==> src/rtl/control_unit.sv <==
// control_unit: multi-cycle Moore sequencer producing the datapath control word
// for fetch (F0-F3) and per-opcode execute steps (E0-E5).
module control_unit (
   input  logic        clk,
   input  logic        clr,
   input  logic [31:0] ir,
   input  logic        con_ff,
   input  logic        stop,
   output logic        run,
   output logic        Gra,
   output logic        Grb,
   output logic        Grc,
   output logic        Rin,
   output logic        Rout,
   output logic        BAout,
   output logic        HIout,
   output logic        LOout,
   output logic        ZHighOut,
   output logic        ZLowOut,
   output logic        PCout,
   output logic        MDRout,
   output logic        InPortOut,
   output logic        Cout,
   output logic        MARin,
   output logic        MDRin,
   output logic        HIin,
   output logic        LOin,
   output logic        Yin,
   output logic        Zin,
   output logic        PCin,
   output logic        IRin,
   output logic        InPortIn,
   output logic        OutPortIn,
   output logic        CONN_in,
   output logic        incPC,
   output logic        read,
   output logic        write,
   output logic [4:0]  opcode
);
   typedef enum logic [2:0] {RESET, F0, F1, F2, F3, EX, HALT} state_t;
   state_t state_q, state_d;
   logic [2:0] step_q, step_d, last_e;
   logic [4:0] op;
   logic alu, imm, ldi, ld, st, md, nn, br, jr, inp, outp, mfhi, mflo, hlt, noex;
   logic f0, f1, f2, f3, e0, e1, e2, e3, e4, e5, done, ir_unused;
   assign op = ir[31:27];
   assign ir_unused = ^ir[26:0];
   assign ld   = op == 5'd0;
   assign ldi  = op == 5'd1;
   assign st   = op == 5'd2;
   assign alu  = op >= 5'd3 && op <= 5'd11;
   assign imm  = op >= 5'd12 && op <= 5'd14;
   assign md   = op == 5'd15 || op == 5'd16;
   assign nn   = op == 5'd17 || op == 5'd18;
   assign br   = op == 5'd19;
   assign jr   = op == 5'd20;
   assign inp  = op == 5'd22;
   assign outp = op == 5'd23;
   assign mfhi = op == 5'd24;
   assign mflo = op == 5'd25;
   assign hlt  = op == 5'd27;
   assign noex = !(alu | imm | ldi | ld | st | md | nn | br | jr | inp | outp | mfhi | mflo);
   assign last_e = ld ? 3'd5 : st ? 3'd4 : (md | br) ? 3'd3 : (alu | imm | ldi) ? 3'd2 : nn ? 3'd1 : 3'd0;
   assign f0 = state_q == F0;
   assign f1 = state_q == F1;
   assign f2 = state_q == F2;
   assign f3 = state_q == F3;
   assign e0 = state_q == EX && step_q == 3'd0;
   assign e1 = state_q == EX && step_q == 3'd1;
   assign e2 = state_q == EX && step_q == 3'd2;
   assign e3 = state_q == EX && step_q == 3'd3;
   assign e4 = state_q == EX && step_q == 3'd4;
   assign e5 = state_q == EX && step_q == 3'd5;
   // an instruction ends at its last E-step, or at F3 when it has no execute phase
   assign done = (state_q == EX && step_q == last_e) || (f3 && noex);
   always_comb begin
      state_d = (state_q == HALT || (f3 && hlt)) ? HALT :
                done ? (stop ? HALT : F0) :
                state_q == RESET ? F0 : f0 ? F1 : f1 ? F2 : f2 ? F3 : EX;
      step_d  = (state_q == EX && !done) ? step_q + 3'd1 : 3'd0;
   end
   always_ff @(posedge clk) begin
      if (clr) begin
         state_q <= RESET;
         step_q  <= 3'd0;
      end else begin
         state_q <= state_d;
         step_q  <= step_d;
      end
   end
   assign run       = !(state_q == RESET || state_q == HALT);
   assign Gra       = ((alu | imm | ldi) && e2) || (ld && e5) || (st && e3) || (md && e0) || (nn && e1) ||
                      ((br | jr | inp | outp | mfhi | mflo) && e0);
   assign Grb       = ((alu | imm | ldi | ld | st) && e0) || (md && e1) || (nn && e0);
   assign Grc       = alu && e1;
   assign Rin       = ((alu | imm | ldi) && e2) || (ld && e5) || (nn && e1) || ((inp | mfhi | mflo) && e0);
   assign Rout      = ((alu | imm) && e0) || (alu && e1) || (st && e3) || (md && (e0 || e1)) ||
                      ((nn | br | jr | outp) && e0);
   assign BAout     = (ldi | ld | st) && e0;
   assign HIout     = mfhi && e0;
   assign LOout     = mflo && e0;
   assign ZHighOut  = md && e3;
   assign ZLowOut   = ((alu | imm | ldi | ld | st | md) && e2) || (nn && e1) || (br && e3 && con_ff);
   assign PCout     = f0 || (br && e1);
   assign MDRout    = f3 || (ld && e5);
   assign InPortOut = inp && e0;
   assign Cout      = ((imm | ldi | ld | st) && e1) || (br && e2);
   assign MARin     = f0 || ((ld | st) && e2);
   assign MDRin     = f2 || (ld && e4) || (st && e3);
   assign HIin      = md && e3;
   assign LOin      = md && e2;
   assign Yin       = ((alu | imm | ldi | ld | st | md) && e0) || (br && e1);
   assign Zin       = ((alu | imm | ldi | ld | st | md) && e1) || (nn && e0) || (br && e2);
   assign PCin      = (br && e3 && con_ff) || (jr && e0);
   assign IRin      = f3;
   assign InPortIn  = 1'b0;
   assign OutPortIn = outp && e0;
   assign CONN_in   = br && e0;
   assign incPC     = f0;
   assign read      = f1 || f2 || (ld && (e3 || e4));
   assign write     = st && e4;
   // immediate forms map onto add/and/or; address and branch-target sums use add
   assign opcode    = (((alu | md) && e1) || (nn && e0)) ? op :
                      (imm && e1) ? (op == 5'd12 ? 5'd3 : op == 5'd13 ? 5'd5 : 5'd6) :
                      (((ldi | ld | st) && e1) || (br && e2)) ? 5'd3 : 5'd0;
endmodule

==> config.mk <==
export PLATFORM = sky130hd
export DESIGN_NAME = control_unit
export DESIGN_NICKNAME = d
export VERILOG_FILES = /design/src/rtl/control_unit.sv
export SDC_FILE = /design/constraint.sdc
export NUM_CORES = 1
export LEC_CHECK = 0
export CAP_MARGIN = 10
export CORE_MARGIN = 4
export CORE_UTILIZATION = 41
export CTS_BUF_LIST = sky130_fd_sc_hd__clkbuf_8 sky130_fd_sc_hd__clkbuf_16
export DETAILED_ROUTE_END_ITERATION = 12
export PLACE_DENSITY = 0.87
export SLEW_MARGIN = 40
export SYNTH_ARGS = -nofsm -noshare
export SYNTH_HDL_FRONTEND = slang
export SYNTH_SLANG_ARGS = --single-unit
==> constraint.sdc <==
create_clock -name clk -period 5 [get_ports clk]
set_clock_uncertainty 0.05 [all_clocks]
set_input_delay 1 -clock clk [delete_from_list [all_inputs] [get_ports clk]]
set_output_delay 1 -clock clk [all_outputs]
set_load 0.005 [all_outputs]
==> impl_metrics.py, run 1 <==
metrics = {
    "synthesis": {
        "syn-num-nets": 209,
        "syn_area_um2": 1170,
        "synth_edf_count": 0,
        "syn_avg_cell_area_um2": 6.99,
        "yosysSeqAreaShare": 0.102,
        "ys_ff_latch": 6,
        "synth_area_leaders": "dfxtp_1 (10%), ha_1 (5.3%), nor2b_1 (3.7%)",
        "synth_flop_cell": "dfxtp_1",
        "synth_area_leader_cell": "dfxtp_1",
        "synth_cells": 168,
        "synth_async_sr_flop_share": 0,
        "synth_top_area_share": 0.102,
        "ys_warn_count": 0,
        "ys_types": 59,
    },
    "timing": {
        "finalCriticalPeriod_ns": 4.36,
        "timing.final.crit_share": 0.872,
        "max_clock_freq_ghz": 0.229,
        "setup_viol": 0,
        "setup_tns_ns": 0,
        "finalHoldViolCount": 0,
        "rsz0062_at_grt": "no",
        "hold_slack_ns": 0.506,
        "slew_viol_final": 0,
    },
    "power_and_ir_drop": {
        "p_per_area_nw_per_um2": 128,
        "leakagePower_uw": 0.000609,
        "finalPower_uw": 209,
        "peakVddDrop_mv": 0.140,
    },
    "place": {
        "place_inst": 231,
        "gp_congestion": 0.872,
        "dp_hpwl_um": 2740,
        "port_buffers": 41,
        "post_dp_cell_area_um2": 1590,
    },
    "route": {
        "drc": 0,
        "vias": 1412,
        "routed_wl_um": 3570,
        "drt-vias-per-instance": 6.03,
        "drt_first_iter_violations": 47,
        "antenna_left": 0,
        "firstDrtPassIters": 4,
        "wl_per_cell_um": 15.2,
    },
    "worst_setup_path": {
        "critPathMaxFanout": 6,
        "start_kind": "primary input",
        "arrival_ns": 3.31,
        "end_kind": "primary output",
        "crit_required_ns": 3.95,
        "r2r_cells": 5,
        "worstSetupPathType": "in -> out",
    },
    "die": {
        "die_area_um2": 3790,
        "start_util": 0.426,
        "core.rowCount": 19,
        "core_region_area_um2": 2760,
        "pin_count": 70,
        "die_w_um": 61.5,
        "chipHeight_um": 61.5,
    },
    "final_layout": {
        "design_area_um2": 1630,
        "final_nets": 246,
        "drive_gt1_frac": 0.0837,
        "antenna_cells": 0,
        "fillCellCount": 276,
        "final_cell_count_no_fill": 234,
        "synthToLayoutAreaGrowth_pct": 38.4,
    },
    "min_path": {
        "hp-class": "reg -> reg",
        "hold_depth": 1,
    },
    "clock_network": {
        "cts_max_path_buffers": 2,
        "cts_hold_buf": 0,
        "cts_tree": "yes",
        "cts_setup_buffers": 0,
        "numClockSinks": 6,
        "clk_latency_ns": 0.22,
        "cts_buffers": 3,
        "ctsHtreeMaxLevel": 1,
        "clk_pin_slew_ns": 0.03,
        "cts_resized": 0,
        "cts_root_buffer": "clkbuf_8",
    },
    "run_status": {
        "outcome": "complete, no violations",
    },
    "global_routing": {
        "grt_max_degree": 21,
        "first_global_vias": 1390,
        "grt_pass1_wl_um": 5930,
        "antenna_found_initial": 0,
        "grt_usage": 0.201,
        "grt_overflow_total": 0,
    },
    "run": {
        "maxCapViolations": 0,
    },
}
[area by class of cell]
| class | count | area (um2) | share of cell area |
|---|---|---|---|
| Clock buffer | 3 | 41.3 | 0.0254 |
| Inverter | 10 | 37.5 | 0.0231 |
| Multi-Input combinational cell | 138 | 941 | 0.578 |
| Sequential cell | 6 | 120 | 0.0738 |
| Tap cell | 31 | 38.8 | 0.0238 |
| Timing Repair Buffer | 46 | 448 | 0.275 |
[worst max-delay path, stage by stage]
cell,delay (ns)
clkdlybuf4s50_1,0.59
xor2_1,0.44
nand3_1,0.17
or2_1,0.28
o21ai_2,0.13
a221o_1,0.20
clkdlybuf4s50_1,0.50
[sequential cells by signal (all words and copies together), names as in the netlist]
signal and cells:
state_q 3, step_q 3
[cells in the mapped netlist (3+ instances only)]
master    count
nand4_1       4
o22ai_1       3
clkbuf_1      3
nor3_1        5
nor4_1        4
and2_1        6
nor2_1       11
buf_2         7
a21o_1        5
inv_1        10
nand3_1       6
nor2b_1       7
o21ai_0       6
a21oi_1       7
or2_1         3
a31oi_1       3
nand2_1      11
buf_4         4
nand2b_1      3
dfxtp_1       6
ha_1          5
[logic make-up (layout without fill, tap and decap cells)]
| logic type | Yosys count | after routing | synth area share |
|---|---|---|---|
| AOI/OAI and AO/OA | 55 | 55 | 0.353 |
| DFF | 6 | 6 | 0.102 |
| and+or+nand+nor | 74 | 74 | 0.370 |
| adders and majority gates | 5 | 5 | 0.0532 |
| buffers and inverters | 24 | 59 | 0.0969 |
| xor gates and xnor gates | 3 | 3 | 0.0224 |
| other | 1 | 1 | 0.00319 |
[through the flow]
step	util	setup slack, ns
after global routing	0.590	0.531
final	0.590	0.641
after detailed placement	0.575	0.701
after CTS	0.590	0.687
after global placement	0.575	0.726
after floorplan	-	1.85
[report_power, final]
group | internal [uW] | switching (uW) | leakage, uW
registers | 50.3 | 5.77 | 0.0000489
clock network | 51.7 | 21.2 | 0.0000216
logic | 38.4 | 41.2 | 0.000539
[layout by cell type, fill, tap and decap left out, drive strengths merged, types with 2 or more instances in the layout]
| master | count |
|---|---|
| or2b | 2 |
| a31o | 2 |
| and2 | 6 |
| o221ai | 2 |
| or3 | 2 |
| ha | 5 |
| clkbuf | 3 |
| buf | 5 |
| or2 | 3 |
| nor2b | 7 |
| nor3 | 5 |
| o21bai | 2 |
| clkdlybuf4s50 | 41 |
| nor4 | 4 |
| o22ai | 3 |
| nand2 | 12 |
| nand3 | 6 |
| and2b | 2 |
| a21oi | 8 |
| dfxtp | 6 |
| inv | 10 |
| nand2b | 3 |
| a21o | 5 |
| nand4 | 4 |
| nor4b | 2 |
| xnor2 | 2 |
| a211oi | 2 |
| nor2 | 12 |
| a31oi | 4 |
| o31ai | 2 |
| o21ai | 9 |
| a221o | 2 |
[final timing paths]
| check | startpoint | to | slack, ns |
|---|---|---|---|
| setup / recovery | ir[27] | opcode[0] | 0.64 |
| hold reg to reg | step_q[0]$_SDFF_PP0_ | step_q[0]$_SDFF_PP0_ | 0.51 |
| setup reg to reg | state_q[2]$_SDFF_PP0_ | state_q[2]$_SDFF_PP0_ | 3.32 |
| hold / removal | step_q[0]$_SDFF_PP0_ | step_q[0]$_SDFF_PP0_ | 0.51 |
[routing by layer]
layer | GRT usage | vias up | share of wire
li1 | - | 691 | -
met1 | 0.249 | 652 | 0.45
met2 | 0.330 | 60 | 0.44
met3 | 0.0210 | 9 | 0.077
met4 | 0.124 | 0 | 0.025
met5 | 0 | - | 0
Power figures use the tool's default switching activity.
==> run 2, diff against run 1 <==
--- a/config.mk
+++ b/config.mk
@@ -6,7 +6,7 @@
 export NUM_CORES = 1
 export LEC_CHECK = 0
 export CAP_MARGIN = 10
-export CORE_MARGIN = 4
+export CORE_MARGIN = 2
 export CORE_UTILIZATION = 41
 export CTS_BUF_LIST = sky130_fd_sc_hd__clkbuf_8 sky130_fd_sc_hd__clkbuf_16
 export DETAILED_ROUTE_END_ITERATION = 12
==> run 2 against run 1 <==
Net effect: cell count did not move; clock power rose by 2%; critical endpoint unchanged; sequential share of layout area did not move.
==> impl_metrics.py, run 2 (same netlist as run 1, synthesis figures left out) <==
metrics = {
    "route": {
        "vias": 1415,
        "routed_wl_um": 3470,
        "wl_per_cell_um": 14.8,
        "drt-vias-per-instance": 6.05,
        "firstDrtPassIters": 4,
        "antenna_left": 0,
        "drt_first_iter_violations": 53,
        "drc": 0,
    },
    "clock_network": {
        "clk_latency_ns": 0.23,
        "clk_pin_slew_ns": 0.03,
        "cts_tree": "yes",
        "numClockSinks": 6,
        "ctsHtreeMaxLevel": 1,
        "cts_resized": 0,
        "cts_hold_buf": 0,
        "cts_setup_buffers": 0,
        "cts_max_path_buffers": 2,
        "cts_root_buffer": "clkbuf_8",
        "cts_buffers": 3,
    },
    "die": {
        "pin_count": 70,
        "core.rowCount": 19,
        "die_w_um": 57.5,
        "chipHeight_um": 57.5,
        "die_area_um2": 3310,
        "start_util": 0.430,
        "core_region_area_um2": 2730,
    },
    "final_layout": {
        "layout_common_cells": "clkdlybuf4s50_1 (41), nor2_1 (11), nand2_1 (11)",
        "final_cell_count_no_fill": 234,
        "final_common_cell": "clkdlybuf4s50_1",
        "post-route-util": 0.595,
        "drive_gt1_frac": 0.0837,
        "synthToLayoutAreaGrowth_pct": 38.4,
        "largest_registers": "state_q x3, step_q x3",
        "antenna_cells": 0,
        "final_nets": 246,
        "design_area_um2": 1630,
    },
    "global_routing": {
        "grt_usage": 0.206,
        "grt_overflow_total": 0,
        "grt_pass1_wl_um": 5450,
        "grt_max_degree": 19,
        "antenna_found_initial": 0,
        "first_global_vias": 1217,
    },
    "run_status": {
        "outcome": "complete, no violations",
    },
    "timing": {
        "slew_viol_final": 0,
        "slew_headroom": 0.640,
        "timing.final.crit_share": 0.900,
        "tightestPinTransition_ns": 0.539,
        "finalHoldViolCount": 0,
        "rsz0062_at_grt": "no",
        "setup_tns_ns": 0,
        "setup_viol": 0,
        "max_clock_freq_ghz": 0.222,
        "finalCriticalPeriod_ns": 4.50,
    },
    "run": {
        "maxCapViolations": 0,
    },
    "power_and_ir_drop": {
        "power_frac_seq": 0.269,
        "leakagePower_uw": 0.000609,
        "p_per_area_nw_per_um2": 128,
        "peakVddDrop_mv": 0.160,
        "finalPower_uw": 209,
        "clock_power_share": 0.355,
        "combPwrFrac": 0.376,
        "switching_share": 0.328,
        "p_int_uw": 140,
        "p_sw_uw": 68.5,
    },
    "worst_setup_path": {
        "critPathMaxFanout": 11,
        "crit_required_ns": 3.95,
        "start_kind": "primary input",
        "arrival_ns": 3.45,
        "end_kind": "primary output",
        "worstSetupPathType": "in -> out",
    },
    "place": {
        "dp_hpwl_um": 2640,
        "port_buffers": 41,
        "post_dp_cell_area_um2": 1590,
        "place_inst": 231,
        "gp_congestion": 0.826,
    },
    "min_path": {
        "hp-class": "reg -> reg",
    },
}
run 2: cell counts in the layout (fill, tap and decap cells not counted):
No cell type changed its count.
run 2: worst paths after layout:
path / from / endpoint / slack [ns] / cells past startpoint
worst max-delay path: ir[28] / opcode[0] / 0.50 / 7
worst min-delay path: step_q[0]$_SDFF_PP0_ / step_q[0]$_SDFF_PP0_ / 0.49 / 1
worst max register to register: state_q[2]$_SDFF_PP0_ / state_q[2]$_SDFF_PP0_ / 3.31 / 5
worst min register to register: step_q[0]$_SDFF_PP0_ / step_q[0]$_SDFF_PP0_ / 0.49 / 1
run 2: metal layers:
layer  vias to the layer above  global-route usage  routed length (um)
met4                         0               0.103                  68
met2                        79               0.341                1540
met1                       636               0.270                1600
met5                         -                   0                   0
met3                         8              0.0113                 264
li1                        692                   -                   -
run 2: critical path, cell delays in order:
cell	delay [ns]
clkdlybuf4s50_1	0.67
xor2_1	0.49
nand3_1	0.17
or2_1	0.27
o21ai_2	0.12
a221o_1	0.20
clkdlybuf4s50_1	0.51
run 2: final cells by class:
type                    instances  area [um2]
inverters                      10        37.5
clock buffers                   3        41.3
multi-input cells             138         941
well taps                      31        38.8
repair buffers                 46         448
fillers                       276        1110
flip-flops and latches          6         120
run 2: power groups by stage:
stage,Sequential [uW],Combinational (uW),Clock (uW)
floorplan,52.4,52.7,0
global placement,56.5,76.9,0
detailed placement,56.7,77.4,0
CTS,56.0,78.3,75.8
global route,56.9,85.3,78.0
finish,56.2,78.6,74.1
run 2: through the flow:
stage	setup WS, ns	hold WS (ns)
global placement	0.597	0.495
global route	0.373	0.527
detailed placement	0.558	0.497
floorplan	1.85	0.446
finish	0.499	0.491
CTS	0.535	0.500
